### src/rtl/write_through_buffer.sv
// Posted-write FIFO between the write-through cache path and main memory, with block-level RAW hazard detection.
// Optional macro WTB_COALESCE_EN: a store that hits the youngest entry's address (not in flight) overwrites it in place.
module write_through_buffer #(
    parameter int DEPTH  = 4,
    parameter int ADDR_W = 10,
    parameter int DATA_W = 32,
    parameter int OFF_W  = 2
) (
    input  logic                   clk,
    input  logic                   rst,
    input  logic                   wr_valid,
    input  logic [ADDR_W-1:0]      wr_addr,
    input  logic [DATA_W-1:0]      wr_data,
    output logic                   wr_ready,
    input  logic                   rd_req,
    input  logic [ADDR_W-1:0]      rd_addr,
    output logic                   rd_conflict,
    output logic                   mem_write,
    output logic [ADDR_W-1:0]      mem_addr,
    output logic [DATA_W-1:0]      mem_data,
    input  logic                   mem_ready,
    output logic                   empty,
    output logic [$clog2(DEPTH):0] count
);
    localparam int PTR_W = $clog2(DEPTH);
    localparam int CNT_W = PTR_W + 1;
    localparam logic [CNT_W-1:0] FULL_CNT = CNT_W'(DEPTH);

    typedef enum logic {
        IDLE = 1'b0,
        BUSY = 1'b1
    } state_t;

    state_t            state_q, state_d;
    logic [PTR_W-1:0]  head_q, head_d;
    logic [PTR_W-1:0]  tail_q, tail_d;
    logic [CNT_W-1:0]  count_q, count_d;
    logic              mem_write_q, mem_write_d;
    logic [ADDR_W-1:0] mem_addr_q, mem_addr_d;
    logic [DATA_W-1:0] mem_data_q, mem_data_d;

    logic [ADDR_W-1:0] addr_q [DEPTH];
    logic [ADDR_W-1:0] addr_d [DEPTH];
    logic [DATA_W-1:0] data_q [DEPTH];
    logic [DATA_W-1:0] data_d [DEPTH];

    logic              full;
    logic              push;
    logic              pop;
    logic              coal_hit;
    logic [PTR_W-1:0]  load_idx;
    logic [ADDR_W-1:0] load_addr;
    logic [DATA_W-1:0] load_data;
    logic [DEPTH-1:0]  hit_vec;
    logic              rd_off_unused;

    assign full = !(count_q < FULL_CNT);

`ifdef WTB_COALESCE_EN
    logic [PTR_W-1:0] young_idx;
    logic             coal_match;

    // The in-flight head must stay stable on the memory bus, so it is never a coalesce target.
    assign young_idx  = tail_q - PTR_W'(1);
    assign coal_match = (count_q != '0) && (addr_q[young_idx] == wr_addr)
                        && !((state_q == BUSY) && (count_q == CNT_W'(1)));
    assign coal_hit   = wr_valid && coal_match;
    assign wr_ready   = !full || coal_match;
`else
    assign coal_hit   = 1'b0;
    assign wr_ready   = !full;
`endif

    assign push = wr_valid && wr_ready && !coal_hit;
    assign pop  = (state_q == BUSY) && mem_ready;

    always_comb begin
        head_d  = pop  ? head_q + PTR_W'(1) : head_q;
        tail_d  = push ? tail_q + PTR_W'(1) : tail_q;
        count_d = count_q + CNT_W'(push) - CNT_W'(pop);
    end

    always_comb begin
        for (int i = 0; i < DEPTH; i++) begin
            addr_d[i] = addr_q[i];
            data_d[i] = data_q[i];
        end
        if (push) begin
            addr_d[tail_q] = wr_addr;
            data_d[tail_q] = wr_data;
        end
`ifdef WTB_COALESCE_EN
        if (coal_hit) begin
            data_d[young_idx] = wr_data;
        end
`endif
    end

    // Loading from the next-state storage lets a same-cycle push or coalesce reach the memory bus directly.
    always_comb begin
        load_idx  = (state_q == BUSY) ? head_q + PTR_W'(1) : head_q;
        load_addr = addr_d[load_idx];
        load_data = data_d[load_idx];
    end

    always_comb begin
        state_d     = state_q;
        mem_write_d = mem_write_q;
        mem_addr_d  = mem_addr_q;
        mem_data_d  = mem_data_q;
        case (state_q)
            IDLE: begin
                if (count_q != '0) begin
                    state_d     = BUSY;
                    mem_write_d = 1'b1;
                    mem_addr_d  = load_addr;
                    mem_data_d  = load_data;
                end
            end
            BUSY: begin
                if (mem_ready) begin
                    if (count_d != '0) begin
                        mem_addr_d = load_addr;
                        mem_data_d = load_data;
                    end else begin
                        state_d     = IDLE;
                        mem_write_d = 1'b0;
                    end
                end
            end
            default: begin
                state_d     = IDLE;
                mem_write_d = 1'b0;
            end
        endcase
    end

    always_ff @(posedge clk) begin
        if (rst) begin
            state_q     <= IDLE;
            head_q      <= '0;
            tail_q      <= '0;
            count_q     <= '0;
            mem_write_q <= 1'b0;
            mem_addr_q  <= '0;
            mem_data_q  <= '0;
        end else begin
            state_q     <= state_d;
            head_q      <= head_d;
            tail_q      <= tail_d;
            count_q     <= count_d;
            mem_write_q <= mem_write_d;
            mem_addr_q  <= mem_addr_d;
            mem_data_q  <= mem_data_d;
        end
    end

    // Entry contents need no reset: occupancy alone decides which entries are meaningful.
    always_ff @(posedge clk) begin
        addr_q <= addr_d;
        data_q <= data_d;
    end

    for (genvar gi = 0; gi < DEPTH; gi++) begin : g_hit
        logic [PTR_W-1:0] rel_idx;
        assign rel_idx     = PTR_W'(gi) - head_q;
        assign hit_vec[gi] = ({1'b0, rel_idx} < count_q)
                             && (addr_q[gi][ADDR_W-1:OFF_W] == rd_addr[ADDR_W-1:OFF_W]);
    end

    assign rd_off_unused = ^rd_addr[OFF_W-1:0];
    assign rd_conflict   = rd_req && (|hit_vec);

    assign mem_write = mem_write_q;
    assign mem_addr  = mem_addr_q;
    assign mem_data  = mem_data_q;
    assign count     = count_q;
    assign empty     = (count_q == '0) && (state_q == IDLE);

endmodule

### config.mk
export PLATFORM = sky130hd
export DESIGN_NAME = write_through_buffer
export DESIGN_NICKNAME = d
export VERILOG_FILES = /design/src/rtl/write_through_buffer.sv
export SDC_FILE = /design/constraint.sdc
export NUM_CORES = 1
export LEC_CHECK = 0
export ABC_AREA = 0
export BUFFER_PORTS_ARGS = -buffer_cell sky130_fd_sc_hd__buf_2
export CORE_ASPECT_RATIO = 1.1
export CORE_MARGIN = 4
export CORE_UTILIZATION = 47
export DETAILED_ROUTE_END_ITERATION = 16
export PLACE_DENSITY_LB_ADDON = 0.1
export SLEW_MARGIN = 20
export SYNTH_ARGS = -nofsm -noshare
export SYNTH_HDL_FRONTEND = slang
export SYNTH_SLANG_ARGS = --single-unit
### constraint.sdc
create_clock -name clk -period 8.5 [get_ports clk]
set_input_delay 1.7 -clock clk [delete_from_list [all_inputs] [get_ports clk]]
set_output_delay 1.7 -clock clk [all_outputs]
set_load 0.1 [all_outputs]
==> results of run 1 <==
## per-layer routing
metal / GRT usage (%) / part of all wire, %
met4: 5.29 / 1.5
met1: 28.2 / 47
met5: 0 / 0
met3: 3.00 / 4.2
met2: 36.9 / 48
## cells by family (layout without fill, tap and decap cells)
group / after synthesis / count (layout) / share of synthesized area [%]
adders and majority gates: 11 / 11 / 1.65
and+or+nand+nor: 211 / 211 / 10.2
buffers and inverters: 129 / 209 / 6.03
DFF: 219 / 219 / 49.9
muxes: 2 / 2 / 0.228
xor gates and xnor gates: 37 / 37 / 3.85
AOI/OAI and AO/OA: 396 / 396 / 28.2
## power breakdown
part	internal (mW)	leakage, nW	switching [mW]
sequential	1.46	1.82	0.259
combinational	0.580	2.21	1.20
clock	0.589	0.367	0.403
## critical path: stages
cell and delay, ns:
buf_2 0.14, xor2_1 0.16, nor4_1 0.39, o211ai_1 0.16, a41oi_1 0.21, buf_2 0.45
## state kept, by name (all words and copies together), names as in the netlist
name and flops:
addr_q 40, head_q 2, tail_q 2, mem_data 32, count 3, mem_write 1, data_q 128, state_q 1
mem_addr 10
## synth_stat cells, types with 2 or more instances
| cell type | number |
|---|---|
| nand2_1 | 172 |
| o21ai_1 | 2 |
| xnor2_1 | 4 |
| nor3_1 | 2 |
| buf_1 | 5 |
| dfxtp_1 | 219 |
| o22ai_1 | 84 |
| nor2_1 | 8 |
| mux2i_1 | 2 |
| xor2_1 | 32 |
| nor4_1 | 10 |
| nand3_1 | 4 |
| inv_1 | 52 |
| o21ai_0 | 171 |
| nand3b_1 | 5 |
| a211oi_2 | 10 |
| nor2b_1 | 5 |
| a221o_1 | 42 |
| o211ai_1 | 3 |
| buf_6 | 4 |
| buf_2 | 9 |
| a21oi_1 | 48 |
| clkbuf_1 | 58 |
| ha_1 | 10 |
| a211oi_1 | 33 |
## cell usage in the layout (no fill, tap or decap), types with 3 or more instances in the layout
cell type  synthesis  layout
dfxtp_1          219     219
nand2_1          172     172
o21ai_0          171     171
buf_2              9     103
o22ai_1           84      84
inv_1             52      52
a21oi_1           48      48
a221o_1           42      42
a211oi_1          33      33
xor2_1            32      32
clkbuf_16          0      23
buf_4              1      13
a211oi_2          10      10
ha_1              10      10
nor4_1            10       9
nor2_1             8       7
clkbuf_8           0       7
clkbuf_1          58       6
nor2b_1            5       5
nand3b_1           5       5
xnor2_1            4       4
o211ai_1           3       3
## final cells by class
class	count	area (µm²)
clock buffer	36	694
clock inverter	4	48.8
fill	1753	8220
inverter	52	195
multi-input combinational	657	3940
sequential	219	4380
tap	243	304
timing repair buffer	117	624
## final timing paths
| check | startpoint | endpoint | slack [ns] | cells after the start |
|---|---|---|---|---|
| worst max register to register | count[2] | mem_data[2] | 4.67 | 12 |
| worst min register to register | data_q[45] | data_q[45] | 0.45 | 2 |
| worst max-delay path | rd_addr[4] | rd_conflict | 3.59 | 6 |
| worst min-delay path | data_q[45] | data_q[45] | 0.45 | 2 |
==> results.md, run 1 <==
- Status: complete, no violations
- Number of setup buffers added after CTS: 0
- Nets: 1138
- Worst-Margin Slew: 1.02 ns
- WP data arrival: between 3 and 4 ns
- Starting Density: 47.7%
- Area share of the largest cell type after synthesis: about half
- Post-route clock period utilization: ~58%
- CTS H-tree lvls: 1
- Post-synth top flop: dfxtp_1
- Share of flip-flops with an asynchronous set or reset: 0%
- PortBufs: 103
- Yosys top cell by area: dfxtp_1
- Finished Layout Cells: 1328
- Setup Viol. Count Final: 0
- Max Buffers Root-to-Sink: 3
- HPWL Detailed: 12.9 mm
- Placed insts: 1287
- Util after Layout: 55.3%
- Routed wire per std cell: 17.2 µm
- Clock transition at the registers of the reported paths: 0.06 ns
- I/O pin cnt: between 100 and 150
- Top cells by area, synth: dfxtp_1, o21ai_0, nand2_1
- GRT Overall Usage: 21.3%
- Row Count: 52
- Worst slack, placed: 3.37 ns
- GPL Wtd Cong: 0.794
- CP max FO: 4
- Post-Syn Instances: 1005
- Unrepaired setup endpoints after global routing: false
- Critical Path Sink Type: output pin
- Total grt overflow: 0
- Initial DRC Count: 406
- Hold Crit Class: reg2reg
- Post-synthesis cell type count: 36
- Seq/Total Area, Yosys: 49.9%
- Pin count of the biggest net entering global routing: between 80 and 90
- # DRC: 0
- First-pass GRT wire length: 36.6 mm
- CTS root buf: clkbuf_16
- DRT antenna net count: 0
- Worst vdd ir: 0.223 mV
- Slew headroom: 31.6%
- Worst Setup Start Kind: input port
- Setup ws final: 3.59 ns
- Die X: approximately 140 µm
- Final Slew Violations: 0
- Synth Area per Inst: 8.74 µm²
- Area of the core: 18400 µm²
- Final Skew: 0.00734 ns
- Via count: between 7000 and 8000
- Vert. Die Dim: 151 µm
- Fin area: 10200 µm²
- Seq cells post-synth: roughly 220
- Clock sink count: between 200 and 250
- Post-Route WL: about 23 mm
- Vias per cell: approximately 5.4
- Critical Path RT: ~7 ns
- # diodes: 0
- Placed instance area: 9440 µm²
- Synth warn: 0
- Fin Setup TNS: 0 ns
- # hold bufs at CTS: 0
- Max-Cap Viols: 0
- Vias in the first global route: 6729
- Final Hold Violating Endpoints: 0
- Post-synth EDFFs: 0
- CTS tree: built
- Clock Latency Late Sink: a little over 0.5 ns
- Area Growth Syn to Fin: 16.0%
- Max Clk Rate: approximately 200 MHz
- Total clock buffers created by CTS: 23
- Post-CTS sizing: 0
- First drt pass iteration count: 5
- Final Critical Period: 4.91 ns
- Design Power: approximately 4.5 mW
- Initial antenna violation count: 0
- Die area: 20900 µm²
- Crit Path Class: in2out
- Leak: about 4.4 nW
- Synth Net Count: around 1100
- Hold slack: 0.453 ns
- Mapped cell area: ~8800 µm²
- Layout cells sized above 1: 15.9%
- Pwr per Cell Area: roughly 440 nW/µm²
Power figures use the tool's default switching activity.
==> inputs of run 2 (changes only) <==
==> constraint.sdc (replaced) <==
create_clock -name clk -period 5 [get_ports clk]
set_input_delay 1 -clock clk [delete_from_list [all_inputs] [get_ports clk]]
set_output_delay 1 -clock clk [all_outputs]
set_load 0.1 [all_outputs]
==> run 2 against run 1 <==
  * Global-route usage is 0.63 points higher
  * Wire length grew 2.6%
  * Clock power up 81%
  * Final area rose by 1.0%
  * Total power up 74%
  * Non-clock buffer count rose by 1
  * Clock skew increased by 0.018 ns
  * Die area unchanged
  * First-iteration DRC count rose by 7.4%
  * Via count increased by 1.3%
  * Critical path type is now reg2out
==> results.md, run 2 (synthesized netlist as in run 1, its figures left out) <==
- Status: complete, no violations
- Final Hold Violating Endpoints: 0
- # diodes: 0
- Max-Cap Viols: 0
- Die X: 138 µm
- Unrepaired setup endpoints after global routing: false
- Largest register FFs: roughly 130
- Leak: approximately 4.4 nW
- Pwr per Cell Area: 758 nW/µm²
- GRT Overall Usage: between 20% and 30%
- Hold path start: data_q[17]
- Critical Path RT: 4.00 ns
- Die area: 20900 µm²
- Layout cells sized above 1: 16.3%
- Total clock buffers created by CTS: 24
- CTS H-tree lvls: 1
- RR Startpoint: count[2]
- RR Endpoint: mem_data[13]
- PortBufs: 103
- Area of the core: about 18000 µm²
- Final Slew Violations: 0
- Max Clk Rate: 277 MHz
- Clock transition at the registers of the reported paths: around 0.060 ns
- CTS tree: built
- Flop pwr share: ~38%
- Nets: 1140
- Setup Viol. Count Final: 0
- Number of fill cells: 1736
- # DRC: 0
- Switch share: 41.0%
- Initial DRC Count: roughly 440
- DRT antenna net count: 0
- Post-CTS sizing: 0
- Post-route clock period utilization: a little over 70%
- Proportion of power drawn by combinational gates: 39.4%
- Placed insts: 1289
- Row Count: 52
- Critical path's slowest cell: dfxtp_1
- WP data arrival: 2.61 ns
- Internal power component: 4.60 mW
- R2R depth: 12
- Max Buffers Root-to-Sink: 3
- Clock sink count: 219
- Worst-Margin Slew: 1.04 ns
- Pin count of the biggest net entering global routing: between 80 and 90
- Flop-to-flop setup slack: 1.51 ns
- Fin Setup TNS: 0 ns
- Total grt overflow: 0
- Top reg by flops: data_q
- WHS Path Cells: 2
- Hold EP: data_q[17]
- Clock Latency Late Sink: 0.52 ns
- Critical Path Sink Type: output pin
- First drt pass iteration count: 5
- Finished Layout Cells: 1331
- Routed wire per std cell: 17.6 µm
- Design Power: just under 8 mW
- Crit path cell chain: xnor2_1 -> inv_1 -> ha_1 -> a21oi_1 -> o211ai_1 -> a41oi_1 -> buf_2
- Worst vdd ir: 0.394 mV
- Psw: roughly 3.2 mW
- HPWL Detailed: 13.0 mm
- CTS root buf: clkbuf_16
- Via count: 7318
- # hold bufs at CTS: 0
- Area Growth Syn to Fin: 17.2%
- Final Skew: 0.0250 ns
- Critical Path Max Stage Delay: 0.55 ns
- Hold slack: around 0.45 ns
- Worst Setup Start Kind: flip-flop
- Crit Path Class: reg2out
- Hold Crit Class: reg2reg
- Vias in the first global route: 7040
- Number of setup buffers added after CTS: 0
- Starting Density: 47.7%
- Commonest non-fill, non-tap cell in the layout: dfxtp_1
- Clk pwr share: between 20% and 30%
- I/O pin cnt: 106
- Slew headroom: 29.3%
- Initial antenna violation count: 1
- Final Critical Period: 3.61 ns
- Vert. Die Dim: 151 µm
- Commonest cells after routing, fill and taps aside: dfxtp_1, nand2_1, o21ai_0, buf_2, o22ai_1
- Post-Route WL: 23.4 mm
- CP max FO: 13
- Vias per cell: 5.50
- First-pass GRT wire length: 37.6 mm
- GPL Wtd Cong: 0.787
[run 2: worst max-delay path: cells and delay by family, from the launching register on]
family | cells | cell delay [ns]
compound gates | 3 | 0.56
flops | 1 | 0.55
xor+xnor | 1 | 0.19
fa+ha+maj | 1 | 0.26
buf+inv | 2 | 0.51
[run 2: how the worst max path moves through the flow]
stage,to,depth (start not counted),from
2_1_floorplan,rd_conflict,5,count[2]
3_3_place_gp,mem_data[4],13,wr_valid
3_5_place_dp,mem_data[13],13,wr_valid
4_1_cts,rd_conflict,7,head_q[0]
5_1_grt,mem_data[13],13,wr_valid
6_report,rd_conflict,7,head_q[0]
[run 2: cell type report]
cell class / count / area [µm²] / share of cell area (%)
flip-flops and latches: 219 / 4380 / 42.6
multi-input cells: 657 / 3950 / 38.3
clock buffers: 36 / 727 / 7.06
repair buffers: 118 / 653 / 6.34
well taps: 243 / 304 / 2.95
inverters: 52 / 195 / 1.90
clock inverters: 6 / 86.3 / 0.839
[run 2: stage by stage]
step	utilization, %	instance area, µm²	setup WS [ns]
2_1_floorplan	-	8790	0.351
3_3_place_gp	51.5	9480	0.985
3_5_place_dp	51.5	9480	0.966
4_1_cts	55.9	10300	1.39
5_1_grt	55.9	10300	1.26
6_report	55.9	10300	1.39
[run 2: power groups by stage]
stage | clock [mW] | combinational [mW] | sequential (mW)
4_1_cts | 1.83 | 3.09 | 2.93
3_3_place_gp | 0 | 3.03 | 2.95
6_report | 1.80 | 3.07 | 2.93
5_1_grt | 1.89 | 3.40 | 3.02
3_5_place_dp | 0 | 3.09 | 2.96
2_1_floorplan | 0 | 1.80 | 3.54
[run 2: metal layers]
layer | routed length [µm] | vias to the layer above | GRT usage (%)
met3 | 1190 | 34 | 3.82
met1 | 10800 | 3378 | 28.9
li1 | - | 3735 | -
met5 | 14 | - | 0
met4 | 377 | 2 | 4.99
met2 | 11000 | 169 | 37.9
==> inputs of run 3 (changes only) <==
--- a/config.mk
+++ b/config.mk
@@ -5,7 +5,7 @@
 export SDC_FILE = /design/constraint.sdc
 export NUM_CORES = 1
 export LEC_CHECK = 0
-export ABC_AREA = 0
+export ABC_AREA = 1
 export BUFFER_PORTS_ARGS = -buffer_cell sky130_fd_sc_hd__buf_2
 export CORE_ASPECT_RATIO = 1.1
 export CORE_MARGIN = 4
==> constraint.sdc (replaced) <==
create_clock -name clk -period 3.2 [get_ports clk]
set_input_delay 0.64 -clock clk [delete_from_list [all_inputs] [get_ports clk]]
set_output_delay 0.64 -clock clk [all_outputs]
set_load 0.1 [all_outputs]
==> run 3 against run 2 <==
  * Clock skew decreased by 0.017 ns
  * Count of clock-buffer cells in the layout fell by 2
  * First-iteration DRC count up 31%
  * Setup slack got worse by 1.2 ns
  * Sequential power is 54% higher
  * Via count rose by 26%
  * Wire length is 16% higher
  * Clock power up 36%
  * Total power is 85% higher
  * Synthesized cell count rose by 45%
  * Non-clock buffer count increased by 13
  * Critical endpoint unchanged
==> results.md, run 3 <==
- Post-synthesis cell type count: 27
- Top reg by flops: data_q
- Top cells by area, synth: dfxtp_1, nand2_1, nand3_1
- Final Slew Violations: 0
- CP top delay family: buffers and inverters
- Design Power: between 10 and 15 mW
- Final Skew: 0.00798 ns
- Flop-to-flop setup slack: 0.53 ns
- Die area: approximately 23000 µm²
- Crit path cell chain: inv_1 -> ha_1 -> inv_1 -> a21oi_1 -> o21ai_0 -> nand3_1 -> nand2_1 -> nor2_1 -> nor2_4 -> clkbuf_4
- Worst setup path startpoint: count[1]
- Synth Net Count: ~1500
- Pwr per Cell Area: 1270 nW/µm²
- Seq cells post-synth: 219
- # diodes: 0
- Worst Setup Start Kind: flip-flop
- Initial DRC Count: roughly 570
- Status: complete, no violations
- I/O pin cnt: 106
- Area of the core: 20600 µm²
- Critical path's slowest cell: dfxtp_1
- # hold bufs at CTS: 0
- GPL Wtd Cong: 0.819
- Die X: 146 µm
- Vias per cell: 5.12
- Fin Setup TNS: 0 ns
- RR Endpoint: mem_data[14]
- Setup ws final: 0.197 ns
- Setup Viol. Count Final: 0
- CTS tree: built
- Clock transition at the registers of the reported paths: 0.06 ns
- Leak: 6.02 nW
- Vert. Die Dim: 160 µm
- PortBufs: 103
- Max-Cap Viols: 0
- Buf/Inv on CP: 3
- Clk pwr share: approximately 17%
- Area Growth Syn to Fin: 15.4%
- Critical Path Max Stage Delay: 0.37 ns
- Largest register FFs: about 130
- CTS H-tree lvls: 1
- Proportion of power drawn by combinational gates: 51.8%
- GRT Overall Usage: 22.8%
- Crit path capture: rd_conflict
- First drt pass iteration count: 6
- Final Hold Violating Endpoints: 0
- DRT antenna net count: 0
- Yosys top cell by area: dfxtp_1
- Post-Syn Instances: 1457
- Initial antenna violation count: 1
- Post-synth EDFFs: 0
- Pin count of the biggest net entering global routing: 86
- Vias in the first global route: ~8600
- Nets: between 1500 and 2000
- Starting Density: 47.7%
- Seq/Total Area, Yosys: 44.6%
- First-pass GRT wire length: 43.9 mm
- Via count: 9237
- Commonest non-fill, non-tap cell in the layout: nand2_1
- WP data arrival: 2.36 ns
- Final Critical Period: 3.00 ns
- Max Clk Rate: 333 MHz
- Crit Path Class: reg2out
- Post-Route WL: 27.1 mm
- Worst vdd ir: 0.668 mV
- CTS root buf: clkbuf_16
- Share of flip-flops with an asynchronous set or reset: 0%
- Switch share: between 40 and 50%
- Critical Path Sink Type: output pin
- # DRC: 0
- Critical Path RT: ~2.6 ns
- Flop pwr share: 31.3%
- RR Startpoint: count[2]
- Total grt overflow: 0
- Unrepaired setup endpoints after global routing: false
- Placed insts: 1769
- Psw: 6.70 mW
- Layout cells sized above 1: 11.6%
- Post-synth top flop: dfxtp_1
- Hold Crit Class: in2reg
- Area share of the largest cell type after synthesis: between 40% and 50%
- Commonest cells after routing, fill and taps aside: nand2_1, nand3_1, dfxtp_1, inv_1, buf_2
- Top-count cell post-synth: nand2_1
- Max Buffers Root-to-Sink: 3
- Worst-Margin Slew: 1.09 ns
- Total clock buffers created by CTS: 23
- Worst slack, placed: 0.225 ns
- Mapped cell area: 9820 µm²
- Clock Latency Late Sink: 0.50 ns
- Row Count: 55
- Synth Area per Inst: 6.74 µm²
- Slew headroom: 27.1%
- Post-route clock period utilization: 93.8%
- Top cell by count, worst path: inv_1
- Clock sink count: 219
- Finished Layout Cells: 1805
- Synth warn: 0
- Routed wire per std cell: roughly 15 µm
- Synth top cells by count: nand2_1, nand3_1, dfxtp_1
- HPWL Detailed: between 15 and 20 mm
- R2R depth: 14
- Internal power component: 7.72 mW
- CP max FO: 6
- Crit. path cell count: 10
==> run 3: cell types whose count changed in the layout (fill, tap and decap cells not counted), moves of 10 or more <==
cell	before	now
nand3_1	2	301
xnor2_1	4	19
o22ai_1	84	0
a211oi_2	10	0
xor2_1	32	1
a211oi_1	33	0
inv_1	52	124
o21ai_0	171	7
a221o_1	42	0
nand2_1	172	611
==> run 3: per-stage QoR <==
step                hold WS [ns]  utilization, %  cell area, µm²
floorplan                  0.422               -            9840
global placement           0.431            51.9           10700
detailed placement         0.435            51.9           10700
CTS                        0.369            55.1           11300
global route               0.383            55.1           11300
finish                     0.384            55.1           11300
==> run 3: cell families (layout without fill, tap and decap cells) <==
| group | count (synthesis) | after routing | synth area share, % |
|---|---|---|---|
| AO/OA/AOI/OAI | 59 | 59 | 3.17 |
| XOR/XNOR | 22 | 22 | 2.11 |
| adder cells (fa/ha/maj) | 11 | 11 | 1.48 |
| buffers and inverters | 204 | 296 | 8.43 |
| flip-flops | 219 | 219 | 44.6 |
| AND/OR/NAND/NOR | 942 | 942 | 40.2 |
==> run 3: per-layer routing <==
layer | routed length (µm) | share of wire, % | vias up | track usage (%)
li1 | - | - | 4757 | -
met1 | 12500 | 46 | 4164 | 29.8
met2 | 12300 | 46 | 268 | 39.4
met3 | 1660 | 6.1 | 46 | 3.63
met4 | 564 | 2.1 | 2 | 5.96
met5 | 13 | 0.048 | - | 0
==> run 3: how the worst min path moves through the flow <==
stage               startpoint         end  slack [ns]  cells after the start
finish               mem_ready   head_q[0]        0.38                      2
global placement    data_q[15]  data_q[15]        0.43                      2
CTS                  mem_ready   head_q[0]        0.37                      2
global route         mem_ready   head_q[0]        0.38                      2
floorplan            addr_q[0]   addr_q[0]        0.42                      2
detailed placement   data_q[6]   data_q[6]        0.43                      2
==> run 3: power by group through the flow <==
stage | Sequential (mW) | Clock, mW | Combinational, mW
after floorplan | 5.99 | 0 | 4.31
after global placement | 4.54 | 0 | 7.38
after detailed placement | 4.56 | 0 | 7.49
after CTS | 4.51 | 2.51 | 7.52
after global routing | 4.64 | 2.62 | 8.26
final | 4.51 | 2.45 | 7.46
==> run 3: area by class of cell <==
type / instances / area (µm²)
Timing Repair Buffer: 131 / 828
Tap cell: 256 / 320
Sequential cell: 219 / 4390
Clock buffer: 34 / 657
Inverter: 129 / 484
Fill cell: 2050 / 9240
Clock inverter: 2 / 10.0
Multi-Input combinational cell: 1034 / 4650
==> run 3: repair_timing <==
action / CTS / global route
gates resized for setup: 0 / 2
hold endpoints to repair: 0 / 0
buffers inserted: 0 / 0
endpoints found under the setup margin: 0 / 1
